--- config.mk ---
export PLATFORM = sky130hd
export DESIGN_NAME = sr_deser
export DESIGN_NICKNAME = d
export VERILOG_FILES = /design/src/rtl/sr_deser.sv
export SDC_FILE = /design/constraint.sdc
export NUM_CORES = 1
export LEC_CHECK = 0
export ABC_AREA = 1
export CAP_MARGIN = 25
export CELL_PAD_IN_SITES_DETAIL_PLACEMENT = 0
export CELL_PAD_IN_SITES_GLOBAL_PLACEMENT = 1
export CORE_MARGIN = 8
export CORE_UTILIZATION = 30
export CTS_BUF_LIST = sky130_fd_sc_hd__clkbuf_8 sky130_fd_sc_hd__clkbuf_16
export DETAILED_ROUTE_END_ITERATION = 6
export DONT_BUFFER_PORTS = 1
export PLACE_DENSITY = 0.61
export REMOVE_ABC_BUFFERS = 1
export SETUP_SLACK_MARGIN = 0.5
export SLEW_MARGIN = 10
export SYNTH_ARGS = -nofsm -noshare
export SYNTH_HDL_FRONTEND = slang
export SYNTH_SLANG_ARGS = --single-unit
--- constraint.sdc ---
create_clock -name clk -period 3.7 [get_ports clk]
set_clock_uncertainty 0.15 [all_clocks]
set_input_delay 0.185 -clock clk [delete_from_list [all_inputs] [get_ports clk]]
set_output_delay 0.185 -clock clk [all_outputs]
set_load 0.02 [all_outputs]
--- src/rtl/sr_deser.sv ---
// sr_deser: start-framed serial-to-parallel deserializer with selectable bit order and a handshaked output word.
// Define SR_DESER_PARITY_EN to append one even-parity bit to every frame and report it on parity_err.
module sr_deser #(
    parameter int WIDTH = 8
) (
    input  logic             clk,
    input  logic             reset_n,
    input  logic             start,
    input  logic             incr,
    input  logic             en,
    input  logic             sdi,
    input  logic             ack,
    output logic [WIDTH-1:0] dout,
    output logic             dout_valid,
    output logic             busy,
    output logic             overrun,
    output logic             parity_err
);

    localparam int IW = $clog2(WIDTH);
    localparam logic [IW-1:0] IDX_TOP = IW'(WIDTH - 1);
    localparam logic [IW-1:0] IDX_ONE = IW'(1);
    localparam logic [IW:0]   CNT_ONE = (IW+1)'(1);
`ifdef SR_DESER_PARITY_EN
    // The frame ends on the parity bit that follows the last data bit.
    localparam logic [IW:0]   CNT_LAST = (IW+1)'(WIDTH);
`else
    localparam logic [IW:0]   CNT_LAST = (IW+1)'(WIDTH - 1);
`endif

    typedef enum logic {
        IDLE = 1'b0,
        RECV = 1'b1
    } state_t;

    state_t           state;
    state_t           state_nxt;
    logic [IW-1:0]    idx;
    logic             dir;
    logic [IW:0]      count;
    logic [WIDTH-1:0] shadow;
    logic [WIDTH-1:0] shadow_ins;
    logic             bit_stb;
    logic             data_bit;
    logic             complete;

    // A start always wins over the bit strobe, including the completing one.
    assign bit_stb  = (state == RECV) && en && !start;
    assign complete = bit_stb && (count == CNT_LAST);
`ifdef SR_DESER_PARITY_EN
    assign data_bit = bit_stb && (count != CNT_LAST);
`else
    assign data_bit = bit_stb;
`endif

    always_comb begin
        shadow_ins      = shadow;
        shadow_ins[idx] = sdi;
    end

    always_ff @(posedge clk or negedge reset_n) begin
        if (!reset_n) begin
            state <= IDLE;
        end else begin
            state <= state_nxt;
        end
    end

    always_comb begin
        state_nxt = state;
        if (start) begin
            state_nxt = RECV;
        end else if (complete) begin
            state_nxt = IDLE;
        end
    end

    always_comb begin
        busy = (state == RECV);
    end

    always_ff @(posedge clk or negedge reset_n) begin
        if (!reset_n) begin
            idx    <= '0;
            dir    <= 1'b0;
            count  <= '0;
            shadow <= '0;
        end else if (start) begin
            idx    <= incr ? '0 : IDX_TOP;
            dir    <= incr;
            count  <= '0;
            shadow <= '0;
        end else if (data_bit) begin
            shadow <= shadow_ins;
            idx    <= dir ? (idx + IDX_ONE) : (idx - IDX_ONE);
            count  <= count + CNT_ONE;
        end
    end

    // Output word handshake: a completion always wins over an ack in the same cycle.
    always_ff @(posedge clk or negedge reset_n) begin
        if (!reset_n) begin
            dout       <= '0;
            dout_valid <= 1'b0;
            overrun    <= 1'b0;
        end else if (complete) begin
`ifdef SR_DESER_PARITY_EN
            dout       <= shadow;
`else
            dout       <= shadow_ins;
`endif
            dout_valid <= 1'b1;
            if (dout_valid && !ack) begin
                overrun <= 1'b1;
            end
        end else if (ack) begin
            dout_valid <= 1'b0;
        end
    end

`ifdef SR_DESER_PARITY_EN
    always_ff @(posedge clk or negedge reset_n) begin
        if (!reset_n) begin
            parity_err <= 1'b0;
        end else if (complete) begin
            parity_err <= (^shadow) ^ sdi;
        end
    end
`else
    assign parity_err = 1'b0;
`endif

endmodule

# Word level (Yosys, flattened, before mapping)
# Index checks and enable logic that the tools add are counted.
totals:
  register_bits: 27
  inputBits: 7
  out_inout_bits: 12
  elab_cells: 40
classes:
  add_sub_neg: 3
  n_lt_le_gt_ge: 2
  n_eq_ne: 1
  muxes: 15
  n_reduce_logical: 11
op_table:
  columns: ["cell", "count"]
  rows:
  - ["two-way mux 8 bit", 2]
  - ["two-way mux 3 bit", 4]
  - ["bitwise mux 8 bit", 1]
  - ["two-way mux 4 bit", 2]
  - ["nonzero test 2 bit", 3]
  - ["logical AND 1 bit", 5]
  - ["two-way mux 1 bit", 5]
  - ["adder 4 x 1 -> 4 bit, second input constant", 1]
  - ["equality test 4 x 3 -> 1 bit, second input constant", 1]
  - ["< comparator 3 x 4 -> 1 bit, second input constant", 1]
  - ["adder 3 x 1 -> 3 bit, second input constant", 1]
  - ["demux 1 bit (select 3 bit)", 1]
  - ["greater-or-equal comparator 3 x 1 -> 1 bit, second input constant", 1]
  - ["subtractor 3 x 1 -> 3 bit, second input constant", 1]
  - ["logical NOT 1 bit", 2]
  - ["AND reduction 2 bit", 1]

# Logic depth before layout (Yosys ltp)
logic_depth:
  ltp_word: 7
  mapped_depth: 8

# Worst setup path before layout
# No wires, ideal clock.
synth_timing:
  path_type: "register -> register"
  from: "reg state, in the netlist busy"
  to: "reg dout[0]"
  setup_time_ns: 0.123
  t_arrival_ns: 1.169
  t_required_ns: 3.427
  path_slack_ns: 2.257
  stages_incl_launch_ff: 7
  n_path_buf: 1
  synth_period_minus_slack_ns: 1.443
  cell_sequence: "dfrtp_1 > nand2_2 > nor2_4 > nand4_4 > buf_6 > nand2_1 > o21ai_1"
synth_between:
  elab_chain_cells: 3
synth_lines:
  columns: ["item", "line_no", "source"]
  rows:
  - ["start: declaration", "36", "state_t state;"]
  - ["start signal: assignment", "65", "state <= state_nxt;"]
  - ["logical AND 1 bit (2 in a row)", "48", "assign bit_stb = (state == RECV) && en && !start;"]
  - ["logical AND 1 bit", "49", "assign complete = bit_stb && (count == CNT_LAST);"]
  - ["end signal: assignment", "110", "dout <= shadow_ins;"]
  - ["end: declaration", "13", "output logic [WIDTH-1:0] dout,"]
# No other way between the ends.
# A chain may end at the register's enable or synchronous reset.

# Worst setup path after layout
layout_timing:
  from: "reg state, in the netlist busy"
  to: "reg dout[6]"
# Same word-level chain as after synthesis.

==> results.json <==
{
  "gr-usage-met2_pct": 15.24,
  "grt_max_degree": 28,
  "cp.required_ns": 3.76,
  "cts.clk_slew.worst_paths_ns": 0.10,
  "syn_inst": 149,
  "slowest_delay_ns": 0.53,
  "antenna_found_initial": 0,
  "r2r_slack_ns": 1.91,
  "drive_gt1_share_pct": 6.452,
  "dp_hpwl_um": 2049,
  "layout_commonest_cell": "nand2_1",
  "ios": 19,
  "dieHeight_um": 80.94,
  "portBuffers": 0,
  "cp_top_family": "simple AND/OR/NAND/NOR gates",
  "tns_ns": 0,
  "clock_sinks": 27,
  "worst-path-stages": 6,
  "fmaxAchievable_ghz": 0.5596,
  "path_common_cell": "nand2_1",
  "path_buf_inv": 1,
  "p_seq_share_pct": 56.1,
  "p_leak_nw": 0.7017,
  "root_buffer": "clkbuf_8",
  "core.rowCount": 23,
  "cts_made_buffers": 3,
  "fin_total_pwr_mw": 0.6094,
  "yosys.area.top_type_share_pct": 53.41,
  "ys_ff_latch": 27,
  "min_from": "sdi",
  "gr-total-overflow": 0,
  "yosys.area.top_type": "dfrtp_1",
  "switching_share_pct": 29.89,
  "internal_power_mw": 0.4273,
  "die_area_sq_mm": 0.006550,
  "cts_tree": "done",
  "use_met1_pct": 12.72,
  "nets": 165,
  "grt_setup_unrepaired": "no",
  "start_kind": "register",
  "status": "finished, violations left",
  "cts_resized": 0,
  "clk_path_buf_depth": 2,
  "htreeDepth": 1,
  "coreArea_sq_mm": 0.004029,
  "antennaDiodeCount": 0,
  "crit_path_end_kind": "register",
  "path_cells": "nand2_2 > nor2_4 > nand4_4 > inv_1 > nand2_1 > nand2_1",
  "ant_nets": 0,
  "globalRouteMet3Util_pct": 2.208,
  "power-per-cell-area_mw_per_mm2": 433.7,
  "gp_congestion": 0.7226,
  "drt_wl_total_um": 2851,
  "crit_type": "reg -> reg",
  "syn_to_final_growth_pct": 11.08,
  "hold_class": "in -> reg",
  "fin_crit_sh_pct": 48.30,
  "yosysSeqAreaShare_pct": 53.41,
  "vias_per_cell": 4.634,
  "arrival_ns": 1.85,
  "synth_warnings": 0,
  "vias": 950,
  "grt_usage_pct": 9.592,
  "busiest_layer": "met2",
  "r2r-start": "busy$_DFFE_PN0P_",
  "first_iter_violations": 31,
  "clk_latency_ns": 0.27,
  "maxSlewViolCount": 0,
  "avgRoutedWirePerCell_um": 13.91,
  "fin_crit_ns": 1.787,
  "drt_pass1_iterations": 4,
  "vdd_drop_max_mv": 0.1410,
  "stdcell_area_sq_mm": 0.001405,
  "cp_slowest_cell": "dfrtp_1",
  "nFillCells": 415,
  "dp_slack_ns": 1.915,
  "start_util_pct": 31.40,
  "grt_pass1_vias": 979,
  "layout_common_cells": "nand2_1 (51), dfrtp_1 (27), inv_1 (17)",
  "finalSetupViolCount": 0,
  "yosys-top-cells-area": "dfrtp_1 (53%), nand2_1 (15%), o21ai_0 (5.5%), inv_1 (5.0%), nand3_1 (4.4%)",
  "async_flop_share_pct": 100.0,
  "netlist_area_sq_mm": 0.001265,
  "finalWorstSetupSlack_ns": 1.913,
  "pwr-share-clk_pct": 28.0,
  "worstReg2RegEnd": "dout[6]$_DFFE_PN0P_",
  "maxCapViolCount": 0,
  "syn_avg_cell_area_sq_um": 8.490,
  "hold-path-cell-count": 2,
  "grt_pass1_wl_um": 4974,
  "min_to": "dout[0]$_DFFE_PN0P_",
  "drc_errors": 0,
  "violations": "negative hold slack",
  "synth_edf_count": 0,
  "pwr-share-comb_pct": 15.9,
  "hold_violations": 1,
  "fin_worst_hold_slack_ns": -0.0001217,
  "path_max_fanout": 15,
  "synthDistinctLibCells": 23,
  "postPlaceCellArea_sq_mm": 0.001309,
  "reg2regPathDepth": 6,
  "synth_flop_cell": "dfrtp_1",
  "power.switching_mw": 0.1822,
  "die_x_um": 80.94
}
[worst register-to-register path, stage by stage, from the launching register on]
cell	delay, ns
dfrtp_1	0.53
nand2_2	0.14
nor2_4	0.25
nand4_4	0.27
inv_1	0.25
nand2_1	0.08
nand2_1	0.06
[through the flow]
step | cells | util (%)
finish | 205 | 34.88
global route | 205 | 34.88
CTS | 205 | 34.88
detailed placement | 197 | 32.48
global placement | 197 | 32.48
floorplan | 147 | -
[registers in the layout, indices dropped and copies added (netlist names)]
| register | flops |
|---|---|
| busy | 1 |
| count | 4 |
| dir | 1 |
| dout | 8 |
| dout_valid | 1 |
| idx | 3 |
| overrun | 1 |
| shadow | 8 |
[worst max path at each step]
stage | end | start | slack, ns
5_1_grt | dout[5]$_DFFE_PN0P_ | busy$_DFFE_PN0P_ | 1.77
2_1_floorplan | dout[3]$_DFFE_PN0P_ | busy$_DFFE_PN0P_ | 2.24
4_1_cts | dout[6]$_DFFE_PN0P_ | busy$_DFFE_PN0P_ | 1.89
6_report | dout[6]$_DFFE_PN0P_ | busy$_DFFE_PN0P_ | 1.91
3_3_place_gp | dout[3]$_DFFE_PN0P_ | busy$_DFFE_PN0P_ | 1.98
3_5_place_dp | dout[3]$_DFFE_PN0P_ | busy$_DFFE_PN0P_ | 1.91
[synthesized netlist by cell type (4+ instances only)]
library cell,instances
nor2_1,6
o21ai_1,4
a21oi_1,4
nand2_1,51
o21ai_0,14
dfrtp_1,27
nand3_1,11
inv_1,17
[area by class of cell]
class / count / area, sq um / share of cell area, %
flip-flops and latches: 27 / 675.6 / 48.09
well taps: 50 / 62.56 / 4.452
clock buffers: 3 / 41.29 / 2.939
multi-input cells: 102 / 503.0 / 35.80
inverters: 18 / 67.56 / 4.809
clock inverters: 1 / 5.005 / 0.3562
repair buffers: 4 / 50.05 / 3.562
[power groups by stage]
stage | clock [mW] | combinational, mW | sequential, mW
detailed placement | 0 | 0.0850 | 0.348
CTS | 0.174 | 0.0977 | 0.342
finish | 0.171 | 0.0966 | 0.342
global route | 0.189 | 0.117 | 0.348
global placement | 0 | 0.0830 | 0.348
floorplan | 0 | 0.0685 | 0.341
[logic make-up after synthesis]
kind of cell / share of synthesized area, %
buffers and inverters: 6.825
other: 0.2965
and+or+nand+nor: 24.83
DFF: 53.41
AOI/OAI and AO/OA: 12.07
adders and majority gates: 2.572
[metal layers]
layer | up-vias | share of wire (%) | routed length [um]
li1 | 485 | - | -
met5 | - | 0 | 0
met1 | 443 | 49 | 1410
met4 | 0 | 0.74 | 21
met2 | 20 | 44 | 1258
met3 | 2 | 5.6 | 159
[timing repair]
item                      CTS  global route
hold buffers                4             0
hold endpoints to repair   37             0
setup buffers               0             0
No activity file was read; power rests on OpenSTA's default activity.
